$ cat src/rtl/rsd_offset_gen.sv
// Store-destination (RSD) offset stage: registers the local-variable index for stores/iinc and tracks the wide prefix.
// Optional saturating store counter is built only when RSD_STORE_CNT_EN is defined.
module rsd_offset_gen #(
   parameter int OFF_W = 16,
   parameter int CNT_W = 16
) (
   input  logic             clk,
   input  logic             reset,
   input  logic             dec_valid,
   input  logic [4:0]       offset_sel_rsd,
   input  logic [7:0]       opc_byte1,
   input  logic [7:0]       opc_byte2,
   input  logic             wide_seen,
   input  logic             iu_hold,
   input  logic             iu_flush,
   output logic             dec_accept,
   output logic             rsd_vld,
   output logic [OFF_W-1:0] rsd_offset,
   output logic             rsd_is_wide,
   output logic             rsd_wide_err,
   output logic [CNT_W-1:0] rsd_store_cnt
);

   localparam logic [0:0] ST_NORM = 1'b0;
   localparam logic [0:0] ST_WIDE = 1'b1;

   logic [0:0]       state_q, state_d;
   logic             rsd_vld_q, rsd_vld_d;
   logic [OFF_W-1:0] rsd_offset_q, rsd_offset_d;
   logic             rsd_is_wide_q, rsd_is_wide_d;
   logic             rsd_wide_err_q, rsd_wide_err_d;
   logic [15:0]      norm_val;
   logic             in_wide;

   assign dec_accept = dec_valid & ~iu_hold & ~iu_flush;
   assign in_wide    = (state_q == ST_WIDE);

   // Highest set select bit wins; an all-zero select falls through to offset 0.
   always_comb begin
      norm_val = 16'd0;
      if (offset_sel_rsd[4])      norm_val = {8'h00, opc_byte1};
      else if (offset_sel_rsd[3]) norm_val = 16'd3;
      else if (offset_sel_rsd[2]) norm_val = 16'd2;
      else if (offset_sel_rsd[1]) norm_val = 16'd1;
   end

   // Flush beats hold, hold beats capture; the error flag is a single-cycle pulse.
   always_comb begin
      state_d        = state_q;
      rsd_vld_d      = rsd_vld_q;
      rsd_offset_d   = rsd_offset_q;
      rsd_is_wide_d  = rsd_is_wide_q;
      rsd_wide_err_d = 1'b0;
      if (iu_flush) begin
         rsd_vld_d = 1'b0;
         state_d   = ST_NORM;
      end else if (iu_hold) begin
         state_d = state_q;
      end else if (!dec_valid) begin
         rsd_vld_d = 1'b0;
      end else if (wide_seen) begin
         rsd_vld_d      = 1'b0;
         state_d        = ST_WIDE;
         rsd_wide_err_d = in_wide;
      end else begin
         rsd_vld_d = 1'b1;
         state_d   = ST_NORM;
         if (in_wide && offset_sel_rsd[4]) begin
            rsd_offset_d  = OFF_W'({opc_byte1, opc_byte2});
            rsd_is_wide_d = 1'b1;
         end else begin
            rsd_offset_d   = OFF_W'(norm_val);
            rsd_is_wide_d  = 1'b0;
            rsd_wide_err_d = in_wide;
         end
      end
   end

   always_ff @(posedge clk) begin
      if (reset) begin
         state_q        <= ST_NORM;
         rsd_vld_q      <= 1'b0;
         rsd_offset_q   <= '0;
         rsd_is_wide_q  <= 1'b0;
         rsd_wide_err_q <= 1'b0;
      end else begin
         state_q        <= state_d;
         rsd_vld_q      <= rsd_vld_d;
         rsd_offset_q   <= rsd_offset_d;
         rsd_is_wide_q  <= rsd_is_wide_d;
         rsd_wide_err_q <= rsd_wide_err_d;
      end
   end

   assign rsd_vld      = rsd_vld_q;
   assign rsd_offset   = rsd_offset_q;
   assign rsd_is_wide  = rsd_is_wide_q;
   assign rsd_wide_err = rsd_wide_err_q;

`ifdef RSD_STORE_CNT_EN
   // Counts every captured store/iinc (any select other than the implicit 0 form).
   logic [CNT_W-1:0] store_cnt_q, store_cnt_d;
   logic             store_hit;

   assign store_hit = dec_accept & ~wide_seen & (|offset_sel_rsd[4:1]);

   always_comb begin
      store_cnt_d = store_cnt_q;
      if (store_hit && (store_cnt_q != {CNT_W{1'b1}}))
         store_cnt_d = store_cnt_q + CNT_W'(1);
   end

   always_ff @(posedge clk) begin
      if (reset) store_cnt_q <= '0;
      else       store_cnt_q <= store_cnt_d;
   end

   assign rsd_store_cnt = store_cnt_q;
`else
   assign rsd_store_cnt = '0;
`endif

endmodule

$ cat config.mk
export PLATFORM = sky130hd
export DESIGN_NAME = rsd_offset_gen
export DESIGN_NICKNAME = d
export VERILOG_FILES = /design/src/rtl/rsd_offset_gen.sv
export SDC_FILE = /design/constraint.sdc
export NUM_CORES = 1
export LEC_CHECK = 0
export CAP_MARGIN = 25
export CORE_UTILIZATION = 55
export CTS_CLUSTER_SIZE = 25
export DETAILED_ROUTE_END_ITERATION = 10
export DONT_BUFFER_PORTS = 1
export GPL_ROUTABILITY_DRIVEN = 0
export HOLD_SLACK_MARGIN = 0.06
export PLACE_DENSITY = 0.7
export SLEW_MARGIN = 30
export SYNTH_ARGS = -nofsm -noshare
export SYNTH_HDL_FRONTEND = slang
export SYNTH_SLANG_ARGS = --single-unit
$ cat constraint.sdc
create_clock -name clk -period 1.8 [get_ports clk]
set_input_delay 0.27 -clock clk [delete_from_list [all_inputs] [get_ports clk]]
set_output_delay 0.27 -clock clk [all_outputs]
set_load 0.03 [all_outputs]
==> results_dict.tcl <==
set metrics [dict create \
    status "finished, final reports clean" \
    overflow 0 \
    slew_headroom 0.531 \
    dp_slack_ns 0.495 \
    worstPathMaxFanout 10 \
    crit_cells 5 \
    fmax_mhz 742 \
    yosysWarningCount 0 \
    cellPowerDensity_nw_per_um2 896 \
    arrival_ns 1.59 \
    finClkSkew_ns 0.00958 \
    grt.total_usage 0.192 \
    cp_slowest_cell "dfxtp_1" \
    drc_errors 0 \
    rr_worst_depth 5 \
    synthCells 110 \
    cts_tree "built" \
    reg2reg_to "rsd_offset[1]$_SDFFE_PP0P_" \
    finalCritPeriodShare 0.749 \
    ys_ff_latch 20 \
    ys_seq_area_frac 0.398 \
    syn_area_per_cell_um2 9.16 \
    routedWlPerCell_um 13.6 \
    period_needed_ns 1.35 \
    antenna_found_initial 0 \
    fp.dieArea_um2 2010 \
    clkSinkCount 20 \
    cp-startpoint "in_wide$_SDFFE_PP0P_" \
    place_area_um2 942 \
    postRouteAntennaNets 0 \
    clock_path_buffers 2 \
    hold_viol_final 0 \
    drt_wl_total_um 1860 \
    start_util 0.583 \
    layout_setup_ws_ns 0.451 \
    crit_type "flip-flop to flip-flop" \
    ctsHtreeMaxLevel 1 \
    critPathBufInv 1 \
    portBuffers 0 \
    layout-drive-gt1-share 0.170 \
    setup_violations 0 \
    critPathTopFamily "flip-flops" \
    vias 752 \
    cp_data_required_time_ns 2.05 \
    cts_buffers 3 \
    drv_slew 0 \
    drt_pass1_iterations 7 \
    final_nets 140 \
    grt_pass1_wl_um 2840 \
    vias_per_cell 5.49 \
    final_area_um2 1010 \
    die_h_um 44.8 \
    grt_max_degree 21 \
    post_cts_buffers 0 \
    rsz0062_at_grt "false" \
    diodes 0 \
    syn_area_um2 1010 \
    core-area_um2 1730 \
    hpwl_um 1350 \
    clock_latency_ns 0.31 \
    path_clk_slew_ns 0.12 \
    tightestPinTransition_ns 0.701 \
    synth_cell_types 26 \
    ioPinCount 63 \
    placementRows 15 \
    fin_tns_setup_ns 0 \
    leakagePower_uw 0.000365 \
    hold_path.class "input port to flip-flop" \
    critical_path.endpoint "rsd_offset[1]$_SDFFE_PP0P_" \
    r2r-start "in_wide$_SDFFE_PP0P_" \
    drtIter0Drc 23 \
    first_global_vias 649 \
    end_kind "flip-flop" \
    path_cells "nand4bb_1 > nor2b_1 > buf_4 > a22oi_1 > a21oi_1" \
    drv_cap 0 \
    rrSetupSlack_ns 0.45 \
    critPathLaunchType "flip-flop" \
    max-vdd-ir-drop_mv 0.513 \
    die_w_um 44.8 \
    area_growth_pct 0.745 \
    cts-root-buf "clkbuf_4" \
    critical-path-max-stage-delay_ns 0.45 \
]
worst min-delay path by stage:
stage,from,cells after the start,end
finish,opc_byte2[7],2,rsd_offset[7]$_SDFFE_PP0P_
global route,opc_byte2[7],2,rsd_offset[7]$_SDFFE_PP0P_
CTS,opc_byte2[7],2,rsd_offset[7]$_SDFFE_PP0P_
detailed placement,reset,1,rsd_offset[1]$_SDFFE_PP0P_
global placement,reset,1,rsd_offset[0]$_SDFFE_PP0P_
floorplan,iu_flush,1,in_wide$_SDFFE_PP0P_
flip-flops by register name, summed over array words and instances, names as in the netlist:
register / cells
in_wide: 1
rsd_is_wide: 1
rsd_offset: 16
rsd_vld: 1
rsd_wide_err: 1
metrics by stage:
step	utilization	instances	hold slack, ns	power (µW)
6_report	0.588	137	0.0944	910
5_1_grt	0.588	137	0.0876	936
4_1_cts	0.588	137	0.0950	911
3_5_place_dp	0.546	131	0.343	541
3_3_place_gp	0.546	131	0.340	540
2_1_floorplan	-	125	0.349	571
Yosys cell counts (all sizes together):
master / number / area share
a21oi: 4 / 0.024
a22oi: 11 / 0.12
a31oi: 5 / 0.031
buf: 19 / 0.15
clkbuf: 3 / 0.021
conb: 1 / 0.0037
dfxtp: 20 / 0.40
inv: 2 / 0.0075
mux2: 1 / 0.011
mux2i: 1 / 0.0099
nand2: 11 / 0.041
nand2b: 1 / 0.014
nand3: 6 / 0.030
nand4bb: 1 / 0.011
nor2: 11 / 0.041
nor2b: 4 / 0.025
nor3: 4 / 0.025
o21ai: 2 / 0.0099
o311ai: 2 / 0.017
or3: 1 / 0.0062
cells by family (layout without fill, tap and decap cells):
group                  Yosys count  count (layout)  synth area share
buffers and inverters           24              11             0.181
and+or+nand+nor                 39              39             0.193
muxes                            2               2            0.0211
DFF                             20              20             0.398
other                            1              16           0.00372
AOI/OAI and AO/OA               24              24             0.204
report_power, final:
part           switching [µW]  internal [µW]
logic                    66.8           18.0
registers                10.3            447
clock network             143            225
layer usage:
metal | vias up | share of wire | wire length (µm) | track usage
li1 | 356 | - | - | -
met1 | 337 | 0.41 | 759 | 0.225
met2 | 53 | 0.46 | 859 | 0.318
met3 | 6 | 0.11 | 208 | 0.0600
met4 | 0 | 0.019 | 36 | 0.0909
met5 | - | 0 | 0 | 0
what timing repair did:
action	in CTS	in global routing
endpoints found under the hold margin	20	0
hold buffers	2	0
gates resized for setup	0	0
setup endpoints to repair	0	0
cell type report:
type,count,area (µm²)
Fill cell,164,712
Multi-Input combinational cell,81,480
Sequential cell,20,400
Timing Repair Buffer,5,42.5
Tap cell,25,31.3
Clock inverter,1,30.0
Clock buffer,3,22.5
Inverter,2,7.51
layout by cell type, fill, tap and decap left out:
cell and n:
mux2i_1 1, a22oi_1 3, bufinv_16 1, clkbuf_4 3, a21oi_2 1, nor3_1 3
mux2_2 1, or3_1 1, a22oi_2 8, conb_1 16, a31oi_1 5, nand4bb_1 1
nor2b_1 4, dfxtp_1 20, o21ai_0 2, nand2b_4 1, dlygate4sd3_1 2, buf_4 3
nand3_1 6, nand2_1 11, nor3_2 1, o311ai_1 2, inv_1 2, a21oi_1 3
nor2_1 11
(Power assumes the default switching activity.)
